`src/rtl/addrc_controller.sv`:
```
`default_nettype none
// ============================================================================
// Module      : addrc_controller
// Description : Control FSM for a slice-serial round-constant stage. It
//               sequences one 64-slice state through a two-deep handshake:
//               FILL takes one upstream slice into the datapath output
//               register, and DRAIN holds that slice until downstream takes
//               it, then advances the datapath slice counter.
//
//   Ports
//     clk, rst        : clock, asynchronous active-high reset
//     start, roundIn  : operation request and round index (sampled in IDLE)
//     abort           : synchronous cancel of an operation in progress
//     inValid         : upstream slice valid
//     outReady        : downstream accepts the registered slice
//     sliceCntCo      : datapath slice counter is at 63
//     inReady         : block accepts an upstream slice
//     outValid        : datapath output register holds a processed slice
//     sliceCntEn/Clr  : datapath slice counter increment / clear
//     ldReg/clrReg    : datapath output register load / clear
//     cycleNum        : latched round index (round-constant select)
//     busy            : operation in progress (every state except IDLE)
//     done            : one-cycle pulse after the 64th slice is drained
//     err             : one-cycle pulse after a rejected start
//
// Revision    : 1.0 - initial release
// ============================================================================
module addrc_controller #(
    parameter int ROUNDS = 24
) (
    input  logic       clk,
    input  logic       rst,
    input  logic       start,
    input  logic [4:0] roundIn,
    input  logic       abort,
    input  logic       inValid,
    input  logic       outReady,
    input  logic       sliceCntCo,
    output logic       inReady,
    output logic       outValid,
    output logic       sliceCntEn,
    output logic       sliceCntClr,
    output logic       ldReg,
    output logic       clrReg,
    output logic [4:0] cycleNum,
    output logic       busy,
    output logic       done,
    output logic       err
);

    // Six bits so that ROUNDS = 32 (every 5-bit index valid) still compares
    // correctly.
    localparam logic [5:0] C_ROUNDS = 6'(ROUNDS);

    typedef enum logic [2:0] {
        ST_IDLE  = 3'd0,
        ST_INIT  = 3'd1,
        ST_FILL  = 3'd2,
        ST_DRAIN = 3'd3,
        ST_DONE  = 3'd4
    } state_t;

    state_t     state_q, state_d;
    logic [4:0] cycle_num_q, cycle_num_d;
    logic       err_q, err_d;

    logic       w_round_ok;
    logic       w_active;
    logic       w_abort;

    assign w_round_ok = ({1'b0, roundIn} < C_ROUNDS);
    assign w_active   = (state_q == ST_INIT) || (state_q == ST_FILL) ||
                        (state_q == ST_DRAIN);
    // Abort only acts while an operation is in flight; IDLE and DONE ignore it.
    assign w_abort    = abort && w_active;

    always_comb begin
        state_d     = state_q;
        cycle_num_d = cycle_num_q;
        err_d       = 1'b0;
        case (state_q)
            ST_IDLE: begin
                if (start) begin
                    if (w_round_ok) begin
                        cycle_num_d = roundIn;
                        state_d     = ST_INIT;
                    end else begin
                        err_d = 1'b1;
                    end
                end
            end
            ST_INIT: begin
                state_d = w_abort ? ST_IDLE : ST_FILL;
            end
            ST_FILL: begin
                if (w_abort) begin
                    state_d = ST_IDLE;
                end else if (inValid) begin
                    state_d = ST_DRAIN;
                end
            end
            ST_DRAIN: begin
                if (w_abort) begin
                    state_d = ST_IDLE;
                end else if (outReady) begin
                    // The counter wraps 63->0 on this same increment, so the
                    // next operation starts at slice 0 without a clear here.
                    state_d = sliceCntCo ? ST_DONE : ST_FILL;
                end
            end
            ST_DONE: begin
                state_d = ST_IDLE;
            end
            default: begin
                state_d = ST_IDLE;
            end
        endcase
    end

    always_ff @(posedge clk or posedge rst) begin
        if (rst) begin
            state_q     <= ST_IDLE;
            cycle_num_q <= 5'd0;
            err_q       <= 1'b0;
        end else begin
            state_q     <= state_d;
            cycle_num_q <= cycle_num_d;
            err_q       <= err_d;
        end
    end

    // Load and increment live in different states, so they can never coincide;
    // each loaded slice therefore sees the counter value of its own position.
    assign ldReg       = (state_q == ST_FILL)  && inValid  && !abort;
    assign sliceCntEn  = (state_q == ST_DRAIN) && outReady && !abort;

    assign inReady     = (state_q == ST_FILL);
    assign outValid    = (state_q == ST_DRAIN);
    assign sliceCntClr = (state_q == ST_INIT) || w_abort;
    assign clrReg      = (state_q == ST_INIT) || w_abort;
    assign busy        = (state_q != ST_IDLE);
    assign done        = (state_q == ST_DONE);
    assign err         = err_q;
    assign cycleNum    = cycle_num_q;

endmodule
`default_nettype wire

```
`config.mk`:
```
export PLATFORM = sky130hd
export DESIGN_NAME = addrc_controller
export DESIGN_NICKNAME = d
export VERILOG_FILES = /design/src/rtl/addrc_controller.sv
export SDC_FILE = /design/constraint.sdc
export NUM_CORES = 1
export LEC_CHECK = 0
export ABC_AREA = 0
export BUFFER_PORTS_ARGS = -buffer_cell sky130_fd_sc_hd__buf_2
export CORE_UTILIZATION = 25
export CTS_CLUSTER_DIAMETER = 120
export DETAILED_ROUTE_END_ITERATION = 10
export PLACE_DENSITY = 0.52
export SYNTH_ARGS = -nofsm -noshare
export SYNTH_HDL_FRONTEND = slang
export SYNTH_SLANG_ARGS = --single-unit
export TNS_END_PERCENT = 30
```
`constraint.sdc`:
```
create_clock -name clk -period 2.35 [get_ports clk]
set_input_delay 0.705 -clock clk [delete_from_list [all_inputs] [get_ports clk]]
set_output_delay 0.705 -clock clk [all_outputs]
set_load 0.02 [all_outputs]
```
==> results.md <==
- Outcome: complete, no violations
- Share of the clock period used by the worst path after layout: 0.907
- Register cell area after layout: 225 um^2
- RSZ-0062 raised after global routing: false
- Top-level I/O count: 26
- Max Root-Sink Buffers: 2
- Number of hold buffers added after cts: 0
- Crit Path Max Fanout: 10
- Fraction of final layout cells sized beyond drive strength 1: 0.522
- Row count: 15
- Worst-skew pair later-pin latency: about 0.26 ns
- Leading cell type in the layout, fill and taps excluded: sky130_fd_sc_hd__buf_2
- Slew headroom: 0.779
- Slew Limit Fails: 0
- Vias: between 300 and 400
- Category of the worst setup path capture point: primary output
- Share of synthesized area occupied by flip-flops and latches: 0.477
- Aggregate global-route resource usage: 0.111
- Maximum clock skew at final layout: roughly 0.01 ns
- Die Area: 2060 um^2
- TritonCTS buffer count: 3
- Total number of H-tree levels: 1
- Power density over cell area: around 1200 nW/um^2
- Total of max-cap violations: 0
- Final weighted congestion in routability-driven placement: around 0.75
- Final worst path period need: 2.13 ns
- Antenna cell count: 0
- Half-perimeter wire length after detailed placement: a little over 700 um
- Core outline area: approximately 1700 um^2
- Setup slack on the worst flop-to-flop path: around 0.58 ns
- Cell Area, Synth: 472 um^2
- Total congestion overflow: 0
- Starting density of the core: 0.270
- DR DRC count: 0
- Mean number of vias per cell: around 4.2
- Worst ir drop on vdd: roughly 0.00037 V
- Number of filler instances in the final layout: around 190
- Net Switching: between 300 and 400 uW
- Number of storage elements in the synthesis netlist: 9
- Transition time of the tightest slew-check pin: between 0.3 and 0.4 ns
- First-pass GRT wire length: between 1.5 and 2 mm
- Sinks on Clock Net: 9
- Number of antenna violations at the first check in global routing: 0
- Max incr delay on CP: ~0.52 ns
- Leakage power: around 0.34 nW
- Gate Count Post-Synth: 43
- Setup Slack @ Placement: approximately 0.38 ns
- Type of the most critical hold path: primary input to async pin
- Area taken by multi-input logic gates: approximately 220 um^2
- Die width: between 40 and 50 um
- Mean instance size in the synthesized netlist: between 10 and 15 um^2
- Die H: roughly 45 um
- Root cell of the clock tree: sky130_fd_sc_hd__clkbuf_4
- Cell-internal power: roughly 450 uW
- Yosys Warn Count: 0
- TritonCTS clock tree: built
- Number of different library cells in the post-synthesis netlist: 23
- Pre-antenna DRT Iters: 3
- Resized cells post-CTS: 0
- Highest-delay cell along the critical path: sky130_fd_sc_hd__or3_2
- CP Data Required Time: 1.64 ns
- Number of global-route vias before repair: between 300 and 400
- Setup violation total in the final timing report: 0
- Final net count: 82
- Area growth from synthesis to final layout: 33.7%
- Cell-by-cell listing of the critical path: or3_2, buf_2
- Count of routing violations after the opening detailed-route iteration: 6
- Count of non-filler cells in the finished layout: 94
- Clock share of power: 0.154
- Count of final hold-check violations: 0
- Switching share of power: 0.410
- Leading cell types in the layout, fill and taps excluded: sky130_fd_sc_hd__buf_2 (25), sky130_fd_sc_hd__dfrtp_1 (9), sky130_fd_sc_hd__nor2_1 (7)
- Post-Route WL: just under 1 mm
- Remaining antenna violation count after routing: 0
- Cells after DPL: 90
- WP data arrival: 1.43 ns
- Input/output buffers: 25
- Min setup slack post-route: 0.219 ns
- Final TNS setup: 0 ns
- Nets in the synthesized netlist: 55
- Comb pwr share: 0.495
- Post-CTS Repair Setup Buffers: 0
- Pin count of the biggest net entering global routing: 11
- Wirelength per Cell: slightly above 10 um
- Crit start category: flop
- Register share of total power: 0.350
- Maximum operating frequency: approximately 0.47 GHz
- Clock-pin slew on the worst setup and hold paths: 0.06 ns
- Critical path class: flop to primary output
-- registers in the layout (all words and copies together) (netlist names) --
register and flops:
state_q 3, cycleNum 5, err 1
-- critical path, delay by kind of cell, from the launching register on --
kind                   cells  cell delay, ns
and+or+nand+nor            1            0.52
DFF                        1            0.48
buffers and inverters      1            0.17
-- cell usage after synthesis (all sizes together) --
| cell type | number | share of area |
|---|---|---|
| a211oi | 1 | 0.016 |
| a21o | 1 | 0.016 |
| a21oi | 1 | 0.011 |
| and2 | 1 | 0.016 |
| buf | 3 | 0.050 |
| dfrtp | 9 | 0.48 |
| inv | 1 | 0.0079 |
| mux2 | 3 | 0.095 |
| mux2i | 1 | 0.021 |
| nand2 | 3 | 0.024 |
| nand2b | 2 | 0.042 |
| nor2 | 7 | 0.056 |
| nor2b | 1 | 0.013 |
| nor3b | 1 | 0.016 |
| nor4 | 2 | 0.027 |
| nor4b | 1 | 0.019 |
| o22a | 2 | 0.042 |
| or3 | 2 | 0.029 |
| or4b | 1 | 0.021 |
-- kinds of logic after synthesis --
| kind of cell | after synthesis | synth area share |
|---|---|---|
| buf+inv | 4 | 0.0583 |
| mux | 4 | 0.117 |
| simple gates | 21 | 0.263 |
| flops | 9 | 0.477 |
| compound gates | 5 | 0.0849 |
-- cell type report --
type / count / share of cell area
multi-input cells: 30 / 0.347
inverters: 1 / 0.00595
flip-flops and latches: 9 / 0.357
repair buffers: 25 / 0.198
clock buffers: 4 / 0.0417
well taps: 25 / 0.0496
-- power by group through the flow --
stage               clock (mW)  combinational, mW  sequential [mW]
global route             0.128              0.411            0.279
floorplan                    0              0.227            0.315
detailed placement           0              0.377            0.269
finish                   0.117              0.376            0.266
global placement             0              0.376            0.268
CTS                      0.122              0.380            0.269
-- layer usage --
layer	track usage	vias up	routed length (um)
met3	0.0476	0	111
met4	0.0364	0	0
met5	0	-	0
met1	0.136	170	443
met2	0.174	25	419
li1	-	202	-
-- metrics by stage --
stage	total power [mW]	util	cell area, um^2	hold slack, ns
after global routing	0.817	0.361	631	0.422
after CTS	0.771	0.361	631	0.395
final	0.758	0.361	631	0.386
after detailed placement	0.647	0.346	604	0.485
after global placement	0.644	0.346	604	0.485
after floorplan	0.543	-	472	0.521
-- worst paths after layout --
check                                         from                      end  cells past startpoint
setup / recovery            state_q[2]$_DFFE_PP0P_                     busy                      2
hold / removal                                 rst            err$_DFF_PP0_                      2
setup reg to reg            state_q[2]$_DFFE_PP0P_  cycleNum[2]$_DFFE_PP0P_                      3
hold reg to reg            cycleNum[4]$_DFFE_PP0P_  cycleNum[4]$_DFFE_PP0P_                      1
max in group asynchronous                      rst  cycleNum[2]$_DFFE_PP0P_                      2
min in group clk           cycleNum[4]$_DFFE_PP0P_  cycleNum[4]$_DFFE_PP0P_                      1
No activity file was read; power rests on OpenSTA's default activity.
